**config.mk**
```make
export PLATFORM = sky130hd
export DESIGN_NAME = regfile_wb_arbiter
export DESIGN_NICKNAME = d
export VERILOG_FILES = /design/src/rtl/rv32i_pkg.sv /design/src/rtl/regfile_scoreboard.sv /design/src/rtl/regfile_wb_arbiter.sv
export SDC_FILE = /design/constraint.sdc
export NUM_CORES = 1
export LEC_CHECK = 0
export CORE_MARGIN = 3
export CORE_UTILIZATION = 31
export CTS_CLUSTER_DIAMETER = 30
export DETAILED_ROUTE_END_ITERATION = 10
export DONT_BUFFER_PORTS = 1
export PLACE_DENSITY_LB_ADDON = 0.15
export SYNTH_ARGS = -nofsm -noshare
export SYNTH_HDL_FRONTEND = slang
export SYNTH_HIERARCHICAL = 1
export SYNTH_SLANG_ARGS = --single-unit
```
**constraint.sdc**
```tcl
create_clock -name CLK -period 2.1 [get_ports CLK]
set_input_delay 0.42 -clock CLK [delete_from_list [all_inputs] [get_ports CLK]]
set_output_delay 0.42 -clock CLK [all_outputs]
set_load 0.03 [all_outputs]
```
**src/rtl/rv32i_pkg.sv**
```systemverilog
// rv32i_pkg: shared register-file constants and writeback requester IDs
package rv32i_pkg;
    localparam int REG_COUNT = 32;
    localparam int REG_ADDR_W = 5;
    localparam int XLEN = 32;
    typedef enum logic {GRANT_A = 1'b0, GRANT_B = 1'b1} grant_e;
endpackage

```
**src/rtl/regfile_scoreboard.sv**
```systemverilog
// regfile_scoreboard: pending-writeback bitmap with one set, one clear and two query ports
module regfile_scoreboard
    import rv32i_pkg::*;
(
    input  logic                  clk,
    input  logic                  rst_n,
    input  logic                  set_en,
    input  logic [REG_ADDR_W-1:0] set_idx,
    input  logic                  clr_en,
    input  logic [REG_ADDR_W-1:0] clr_idx,
    input  logic [REG_ADDR_W-1:0] q1_idx,
    input  logic [REG_ADDR_W-1:0] q2_idx,
    output logic                  q1_hit,
    output logic                  q2_hit,
    output logic [REG_COUNT-1:0]  pending
);
    logic [REG_COUNT-1:0] set_mask;
    logic [REG_COUNT-1:0] clr_mask;
    assign set_mask = REG_COUNT'(set_en) << set_idx;
    assign clr_mask = REG_COUNT'(clr_en) << clr_idx;
    assign q1_hit = pending[q1_idx];
    assign q2_hit = pending[q2_idx];
    // Set is applied after clear so a new issue wins; x0 is never tracked.
    always_ff @(posedge clk)
        pending <= !rst_n ? '0 : ((pending & ~clr_mask) | set_mask) & ~REG_COUNT'(1);
endmodule

```
**src/rtl/regfile_wb_arbiter.sv**
```systemverilog
// regfile_wb_arbiter: round-robin ALU/load writeback arbiter with registered regfile write and hazard scoreboard
module regfile_wb_arbiter
    import rv32i_pkg::*;
(
    input  logic                  CLK,
    input  logic                  _Reset,
    input  logic                  a_valid,
    input  logic                  b_valid,
    output logic                  a_ready,
    output logic                  b_ready,
    input  logic [REG_ADDR_W-1:0] a_rd,
    input  logic [REG_ADDR_W-1:0] b_rd,
    input  logic [XLEN-1:0]       a_data,
    input  logic [XLEN-1:0]       b_data,
    input  logic                  issue_valid,
    input  logic [REG_ADDR_W-1:0] issue_rd,
    input  logic [REG_ADDR_W-1:0] rs1,
    input  logic [REG_ADDR_W-1:0] rs2,
    output logic                  hazard_1,
    output logic                  hazard_2,
    output logic                  rf_we,
    output logic [REG_ADDR_W-1:0] rf_waddr,
    output logic [XLEN-1:0]       rf_wdata,
    output logic [REG_COUNT-1:0]  pending
);
    grant_e                last_grant;
    logic                  xfer;
    logic [REG_ADDR_W-1:0] xfer_rd;
    logic [XLEN-1:0]       xfer_data;
    logic                  hit_1;
    logic                  hit_2;
    // On contention the requester that did not win last time is granted.
    assign a_ready = _Reset && a_valid && (!b_valid || last_grant == GRANT_B);
    assign b_ready = _Reset && b_valid && (!a_valid || last_grant == GRANT_A);
    assign xfer = a_ready || b_ready;
    assign xfer_rd = a_ready ? a_rd : b_rd;
    assign xfer_data = a_ready ? a_data : b_data;
    assign hazard_1 = hit_1 && !(xfer && xfer_rd == rs1);
    assign hazard_2 = hit_2 && !(xfer && xfer_rd == rs2);
    always_ff @(posedge CLK) begin
        if (!_Reset) begin
            last_grant <= GRANT_B;
            rf_we <= 1'b0;
            rf_waddr <= '0;
            rf_wdata <= '0;
        end else begin
            rf_we <= xfer && xfer_rd != '0;
            if (xfer) begin
                last_grant <= b_ready ? GRANT_B : GRANT_A;
                rf_waddr <= xfer_rd;
                rf_wdata <= xfer_data;
            end
        end
    end
    regfile_scoreboard u_sb (
        .clk     (CLK),
        .rst_n   (_Reset),
        .set_en  (issue_valid),
        .set_idx (issue_rd),
        .clr_en  (xfer),
        .clr_idx (xfer_rd),
        .q1_idx  (rs1),
        .q2_idx  (rs2),
        .q1_hit  (hit_1),
        .q2_hit  (hit_2),
        .pending (pending)
    );
endmodule
```
==> summary.json <==
{
  "run_status": {
    "status": "finished, violations left",
    "failing_checks": "negative setup slack"
  },
  "global_routing": {
    "grt_max_degree": 74,
    "first_global_vias": 3593,
    "grtUsageTotal_pct": 18.87,
    "grt_first_pass_wirelength_um": 19260,
    "globalRoute.totalOverflow": 0,
    "antenna_found_initial": 0
  },
  "floorplan": {
    "die_w_um": 116.3,
    "height_of_the_die_um": 116.3,
    "core-area_sq_um": 11660,
    "core.rowCount": 39,
    "initial_utilization_pct": 32.31,
    "dieArea_sq_um": 13520,
    "io_pins": 168
  },
  "finish": {
    "antenna_cells": 0,
    "final_cell_count_no_fill": 650,
    "nets_finish": 596,
    "area_delta_synth_final_pct": 24.07,
    "drive_gt1_share_pct": 22.49,
    "finish.utilization_pct": 40.09,
    "final.fill_count": 1194
  },
  "placed_design": {
    "final_hpwl_dp_um": 9903,
    "io_buffers": 0,
    "gpl_wtd_cong": 0.8663,
    "placed_cells_incl_taps": 628
  },
  "logic_synthesis": {
    "synthTopCellsByArea": "sky130_fd_sc_hd__dfxtp_1, sky130_fd_sc_hd__o21ai_0, sky130_fd_sc_hd__a21boi_0, sky130_fd_sc_hd__o22ai_1, sky130_fd_sc_hd__mux2i_1",
    "top_cells_by_instance_count_after_synthesis": "sky130_fd_sc_hd__dfxtp_1, sky130_fd_sc_hd__o21ai_0, sky130_fd_sc_hd__nand2_1, sky130_fd_sc_hd__nor2_1, sky130_fd_sc_hd__o22ai_1",
    "post_synth_instance_area_sq_um": 3769,
    "synth_sequential_area_ratio_pct": 37.18,
    "postSynthCellCount": 461,
    "synth-edff-count": 0,
    "synth_warnings": 6,
    "synth_ff_type": "sky130_fd_sc_hd__dfxtp_1",
    "post-synth-top-area-fraction_pct": 37.18,
    "syn_nets": 555,
    "most_frequent_cell_after_synthesis": "sky130_fd_sc_hd__dfxtp_1",
    "post-synth-top-area-cell": "sky130_fd_sc_hd__dfxtp_1",
    "synth-async-reset-ratio_pct": 0,
    "synth_cell_type_count": 50,
    "synth.ff_latch_count": 70,
    "postSynthAreaPerCell_sq_um": 8.175
  },
  "critical_path": {
    "crit_type": "flip-flop to primary output",
    "slowest_delay_ps": 540,
    "timing.critical_path.cells": "nand2b_4 -> and2_4 -> mux2i_4 -> buf_6 -> o2bb2ai_2 -> o41a_1",
    "worstPathArrival_ps": 1980,
    "crit_path_max_fanout": 6,
    "critical_path.startpoint_type": "flip-flop",
    "critPathRequiredTime_ps": 1680,
    "setup.reg_to_reg.worst_slack_ps": -70,
    "worst_setup_end_kind": "primary output",
    "cp_slowest_cell": "sky130_fd_sc_hd__o41a_1"
  },
  "clocking": {
    "cts.root.buffer_cell": "sky130_fd_sc_hd__clkbuf_16",
    "max-clock-path-buffers": 2,
    "clk-insertion-delay-late_ps": 340,
    "cts_max_level": 3,
    "cts_tree": "built",
    "clk_pin_slew_ps": 50,
    "hold_buffers": 0,
    "cts_made_buffers": 9,
    "clock-sinks": 70
  },
  "sta": {
    "setup_viol": 5,
    "final.min_clock_period_ps": 2401,
    "timing_worst_slew_pin_value_ps": 746.5,
    "rsz0062_at_grt": "true",
    "finalCritPeriodShare_pct": 114.3,
    "final-max-slew-violation-count": 0,
    "max_slew_margin_vs_limit_pct": 50.13,
    "fmaxAchievable_mhz": 416.4,
    "clock_skew_ps": 7.702,
    "finalHoldViolations": 0,
    "worst_hold_slack_ps": 196.3,
    "postLayoutSetupSlackWorst_ps": -301.3
  },
  "route": {
    "drt.antenna.violating_nets": 0,
    "detail_route.wl_per_cell_um": 20.24,
    "drt_pass1_iterations": 6,
    "postRouteWirelength_um": 13150,
    "drc_errors": 0,
    "total_via_count_after_detailed_routing": 3750,
    "detailedRoute.firstIterationViolations": 289,
    "viasPerCell": 5.769
  },
  "flow_run": {
    "cap_violations": 0
  },
  "power_and_ir_drop": {
    "total_power_mw": 3.559,
    "leak_nw": 1.825,
    "worst_ir_drop_vdd_mv": 0.3925,
    "power_per_cell_area_nw_per_um2": 761.2
  },
  "worst_hold_path": {
    "worst_hold_path_type": "primary input to flip-flop"
  }
}
==> metal layers <==
metal	track usage, %	up-vias	share of wire (%)	wire, um
li1	-	1750	-	-
met1	22.96	1806	42	5533
met2	31.01	174	47	6167
met3	6.788	20	9.4	1234
met4	6.265	0	1.7	218
met5	0	-	0	0
==> logic make-up after synthesis <==
logic type,after synthesis,synth area share (%)
buffers and inverters,45,5.644
and+or+nand+nor,147,18.03
muxes,26,9.528
xor gates and xnor gates,4,0.9295
other,1,0.09951
DFF,70,37.18
AOI/OAI and AO/OA,168,28.59
==> layout by cell type, fill, tap and decap left out, types with 3 or more instances in the layout <==
cell type,instances
sky130_fd_sc_hd__nor2b_1,7
sky130_fd_sc_hd__a211oi_1,3
sky130_fd_sc_hd__a21oi_1,7
sky130_fd_sc_hd__buf_4,56
sky130_fd_sc_hd__o211a_1,5
sky130_fd_sc_hd__a21boi_0,18
sky130_fd_sc_hd__o22ai_1,32
sky130_fd_sc_hd__clkbuf_16,9
sky130_fd_sc_hd__buf_6,4
sky130_fd_sc_hd__nand3b_1,4
sky130_fd_sc_hd__xnor2_1,4
sky130_fd_sc_hd__o21ai_0,47
sky130_fd_sc_hd__nor2_1,46
sky130_fd_sc_hd__or2_4,3
sky130_fd_sc_hd__nand2_1,46
sky130_fd_sc_hd__o21ai_1,6
sky130_fd_sc_hd__nand3_1,15
sky130_fd_sc_hd__o21ai_2,11
sky130_fd_sc_hd__a22oi_1,5
sky130_fd_sc_hd__nand2b_1,8
sky130_fd_sc_hd__or2_2,3
sky130_fd_sc_hd__dfxtp_1,69
sky130_fd_sc_hd__mux4_2,4
sky130_fd_sc_hd__o211ai_1,3
sky130_fd_sc_hd__inv_1,12
sky130_fd_sc_hd__mux2i_1,18
sky130_fd_sc_hd__nor3_1,3
sky130_fd_sc_hd__a21boi_1,13
==> worst max-delay path, delay by kind of cell, from the launching register on <==
| family | cells | cell delay [ps] |
|---|---|---|
| buffers and inverters | 1 | 120 |
| multiplexers | 1 | 250 |
| flip-flops | 1 | 330 |
| AND/OR/NAND/NOR | 2 | 360 |
| AO/OA/AOI/OAI | 2 | 580 |
==> flip-flops by register name (all words and copies together) (netlist names) <==
name,count
rf_wdata,32
rf_we,1
last_grant,1
rf_waddr,5
u_sb/pending,31
==> final timing paths <==
kind,startpoint,to,cells past startpoint
setup / recovery,last_grant,hazard_2,6
hold / removal,_Reset,last_grant,1
setup reg to reg,last_grant,u_sb/pending[8],10
hold reg to reg,u_sb/pending[16],u_sb/pending[16],2
==> timing repair <==
| item | in CTS | in global routing |
|---|---|---|
| gates resized for setup | 6 | 49 |
| setup buffers | 3 | 5 |
| setup endpoints to repair | 2 | 21 |
| pin swaps | 4 | 21 |
==> stage by stage <==
stage / worst slack, ps / cell area, sq um / setup TNS, ps
2_1_floorplan: -75.08 / 3796 / -190.3
3_3_place_gp: -43.49 / 4215 / -99.94
3_5_place_dp: -58.86 / 4215 / -244.6
4_1_cts: -309.2 / 4554 / -742.5
5_1_grt: -381.8 / 4676 / -1343
6_report: -301.3 / 4676 / -745.8
==> cell type report <==
| class | count | area (sq um) | area share [%] |
|---|---|---|---|
| Inverter | 15 | 63.81 | 1.365 |
| Clock inverter | 5 | 57.56 | 1.231 |
| Multi-Input combinational cell | 346 | 2265 | 48.43 |
| Tap cell | 143 | 178.9 | 3.827 |
| Sequential cell | 70 | 1403 | 30.00 |
| Timing Repair Buffer | 60 | 465.4 | 9.955 |
| Clock buffer | 11 | 242.7 | 5.191 |
==> report_power, final <==
group	switching, mW	internal [mW]
Combinational	0.262	0.219
Sequential	0.160	1.39
Clock	0.571	0.953
Total	0.993	2.57
No activity file was read; power rests on OpenSTA's default activity.
